[src/rtl/spi_pattern_gen.sv]
// Expected-word generator: walks START_VAL, START_VAL+STEP, ... and restarts each frame.
module spi_pattern_gen #(
    parameter int              DATA        = 8,
    parameter int              PATTERN_LEN = 9,
    parameter logic [DATA-1:0] START_VAL   = 'h31,
    parameter int unsigned     STEP        = 1,
    parameter int              IDX_W       = $clog2(PATTERN_LEN)
) (
    input  logic             clk,
    input  logic             rst,
    input  logic             step,
    input  logic             wrap,
    input  logic             load,
    output logic [DATA-1:0]  exp,
    output logic [IDX_W-1:0] idx,
    output logic             last
);

    localparam logic [IDX_W-1:0] LAST_IDX = IDX_W'(PATTERN_LEN - 1);

    logic [IDX_W-1:0] idx_q, idx_d;
    logic [DATA-1:0]  exp_q, exp_d;

    always_ff @(posedge clk or negedge rst) begin
        if (!rst) begin
            idx_q <= '0;
            exp_q <= START_VAL;
        end else begin
            idx_q <= idx_d;
            exp_q <= exp_d;
        end
    end

    // Running add instead of idx*STEP; the natural DATA-bit overflow gives the mod 2^DATA.
    always_comb begin
        idx_d = idx_q;
        exp_d = exp_q;
        if (load || wrap) begin
            idx_d = '0;
            exp_d = START_VAL;
        end else if (step) begin
            idx_d = idx_q + IDX_W'(1);
            exp_d = exp_q + DATA'(STEP);
        end
    end

    assign exp  = exp_q;
    assign idx  = idx_q;
    assign last = (idx_q == LAST_IDX);

endmodule

[config.mk]
export PLATFORM = sky130hd
export DESIGN_NAME = spi_pattern_gen
export DESIGN_NICKNAME = d
export VERILOG_FILES = /design/src/rtl/spi_pattern_gen.sv
export SDC_FILE = /design/constraint.sdc
export NUM_CORES = 1
export LEC_CHECK = 0
export ABC_AREA = 1
export ABC_CLOCK_PERIOD_IN_PS = 1020
export CAP_MARGIN = 20
export CORE_UTILIZATION = 35
export CTS_CLUSTER_DIAMETER = 60
export DETAILED_ROUTE_END_ITERATION = 10
export SETUP_SLACK_MARGIN = 0.5
export SLEW_MARGIN = 10
export SYNTH_ARGS = -nofsm -noshare
export SYNTH_HDL_FRONTEND = slang
export SYNTH_SLANG_ARGS = --single-unit
[constraint.sdc]
create_clock -name clk -period 1.02 [get_ports clk]
set_input_delay 0.306 -clock clk [delete_from_list [all_inputs] [get_ports clk]]
set_output_delay 0.306 -clock clk [all_outputs]
set_load 0.01 [all_outputs]
==> results of run 1 <==
## cells by family after synthesis
| family | synth area share, % |
|---|---|
| adder cells (fa/ha/maj) | 5.95 |
| buffers and inverters | 7.94 |
| AND/OR/NAND/NOR | 29.2 |
| flip-flops | 48.2 |
| AO/OA/AOI/OAI | 8.73 |
## repair_timing
action                                  4_1_cts  5_1_grt
gates resized for setup                      77        4
pin swaps                                     4        6
buffers inserted                              4        1
endpoints found under the setup margin       28       25
gates cloned                                  1        0
## where the power goes
group,switching (uW),internal [uW]
registers,5.81,486
logic,86.6,109
clock network,165,217
total,257,811
## worst paths after layout
kind                       slack (ns)   start      to  depth (start not counted)
min reg2reg                      0.60  exp[6]  exp[6]                          3
max reg2reg                     -0.21  exp[0]  exp[6]                          7
max in group asynchronous        0.64     rst  exp[7]                          2
min in group clk                 0.46    load  exp[0]                          3
min                              0.12     rst  idx[0]                          2
max                             -0.40  idx[0]    last                          5
## metrics by stage
stage          instances  instance area, um2  TNS [ns]  power [uW]
6_report             148                1210     -3.66        1070
3_3_place_gp         138                1040     -6.87         651
3_5_place_dp         138                1040     -7.05         654
5_1_grt              148                1210     -4.77        1120
2_1_floorplan         78                 684    -0.320         563
4_1_cts              147                1190     -3.89        1080
## sequential cells by signal (all words and copies together), names as in the netlist
name and count:
exp 8, idx 4
## worst max-delay path: cells and delay by family (launching register included)
kind                     cells  cell delay [ns]
adder cells (fa/ha/maj)      1             0.13
buffers and inverters        2             0.18
flip-flops                   1             0.42
AND/OR/NAND/NOR              2             0.12
## layer usage
metal | up-vias | share of wire (%)
li1 | 339 | -
met1 | 308 | 42
met2 | 9 | 54
met3 | 2 | 2.9
met4 | 0 | 0.56
met5 | - | 0
## synthesized netlist by cell type
cell       n
nand3_1    6
nor2_1    14
nand3b_1   1
ha_1       3
nor3_1     1
inv_1      9
nand2_1   16
nor2_4     1
o21ai_0    5
dfstp_2    3
nand2_4    1
nor2_2     1
buf_6      1
buf_2      1
dfrtp_1    9
a21oi_1    6
## final cells by class
type                    instances  area [um2]
flip-flops and latches         12         308
well taps                      24        30.0
repair buffers                 44         427
inverters                       9        33.8
fillers                       123         383
clock buffers                   4        36.3
multi-input cells              55         377
==> results.py, run 1 <==
metrics = {
    "placed_design": {
        "post-dp-hpwl_um": 1110,
        "gp_congestion": 0.762,
        "port_buffers": 17,
        "post_place_worst_slack_ns": -0.500,
    },
    "setup_path": {
        "setup.worst_path.start_class": "flip-flop",
        "critical_path_required_ns": 0.71,
        "critPathMaxFanout": 2,
        "timing.critical_path.cells": "inv_2 > ha_1 > nand2_1 > nor2_2 > buf_2",
        "crit_path_max_incr_delay_ns": 0.42,
        "cpMaxStageDelayCell": "dfrtp_2",
        "critical_path_arrival_ns": 1.11,
        "endpoint_type_of_the_worst_setup_path": "primary output",
        "critical_path_class": "reg -> out",
    },
    "clock_network": {
        "cts-buffers-inserted": 3,
        "tritoncts_num_sinks": 12,
        "cts_tree": "built",
        "clockBufferDepth": 2,
        "cts_root_buf": "clkbuf_4",
        "clk_pin_slew_worst_paths_ns": 0.08,
        "ctsHtreeMaxLevel": 1,
        "cts_hold_buffers_added": 0,
        "worstSkewPairLatency_ns": 0.28,
    },
    "finish": {
        "diodes": 0,
        "area.growth.synth_to_final_pct": 92.1,
        "layout_common_cells": "buf_4 (17), nand2_1 (15), buf_6 (14)",
        "drive_gt1_share_pct": 58.1,
        "final_common_cell": "buf_4",
        "finish.utilization_pct": 76.0,
        "total_number_of_nets_in_the_final_design": 133,
    },
    "logic_synthesis": {
        "syn_area_per_cell_um2": 8.08,
        "post-synth-top-area-cell": "dfrtp_1",
        "post-synth-top-area-fraction_pct": 35.7,
        "synth.yosys.warnings": 0,
        "post_synthesis_sequential_element_count": 12,
        "synth.top_cells.by_area": "dfrtp_1 (36%), dfstp_2 (13%), nand2_1 (9.5%), nor2_1 (8.3%), ha_1 (6.0%)",
        "synth-seq-area-share_pct": 48.2,
        "synth_fp_nets": 86,
        "syn_inst": 78,
        "ys_types": 16,
        "synthesis.area_um2": 631,
    },
    "global_route": {
        "grt_first_pass_wirelength_um": 2820,
        "initial_antenna_violation_count": 0,
        "groute.layer.met2.usage_pct": 35.3,
        "grt_start_max_net_pins": 8,
        "grt.total_usage_pct": 20.1,
        "grt_use_met1_pct": 22.8,
        "grt_use_met3_pct": 7.35,
        "remaining_global_route_overflow": 0,
        "grt_most_used_layer": "met2",
        "grt_pass1_vias": 658,
    },
    "timing": {
        "slew_headroom_pct": 85.1,
        "count_of_pins_over_their_slew_limit": 0,
        "finalWorstPathRequiredPeriod_ns": 1.42,
        "maxClockFrequency_mhz": 704,
        "number_of_hold_slack_violations_in_the_final_timing_report": 0,
        "final.setup_skew_ns": 0.00948,
        "fin_crit_sh_pct": 139,
        "finalHoldWorstSlack_ns": 0.121,
        "setup_viol_count_final": 23,
        "worst-slew-pin-transition_ns": 0.222,
        "timing.final.ws_setup_ns": -0.400,
        "rsz_0062_raised_after_global_routing": "true",
    },
    "die": {
        "fp.dieW_um": 44.4,
        "core.rowCount": 14,
        "die_h_um": 44.4,
        "core_region_um2": 1590,
        "initial_standard_cell_utilization_of_the_core_pct": 39.6,
        "top_level_ports": 18,
        "design.die.area_um2": 1980,
    },
    "drt": {
        "routed_wirelength_um": 1610,
        "drcViolationCount": 0,
        "antenna_left": 0,
        "wire_per_inst_um": 10.9,
        "route.detailed.vias_per_inst": 4.45,
        "vias": 658,
        "initialDrtViolationCount": 3,
        "detailedRoute.firstPassIterationCount": 4,
    },
    "pwr": {
        "ir_worst_vdd_uv": 762,
        "leakage_uw": 0.000583,
        "powerDensity_nw_per_um2": 882,
    },
    "flow_run": {
        "timing.max_cap.violations": 0,
    },
    "run_status": {
        "outcome": "finished with violations",
        "failed_checks": "setup timing",
    },
    "hold_path": {
        "worst_hold_path_type": "in -> async",
    },
}
(Power assumes the default switching activity.)
==> run 2, diff against run 1 <==
- CAP_MARGIN: 20 -> not set
==> results of run 2 <==
Same layout as run 1: the final DEF is identical, and so are final timing and power.
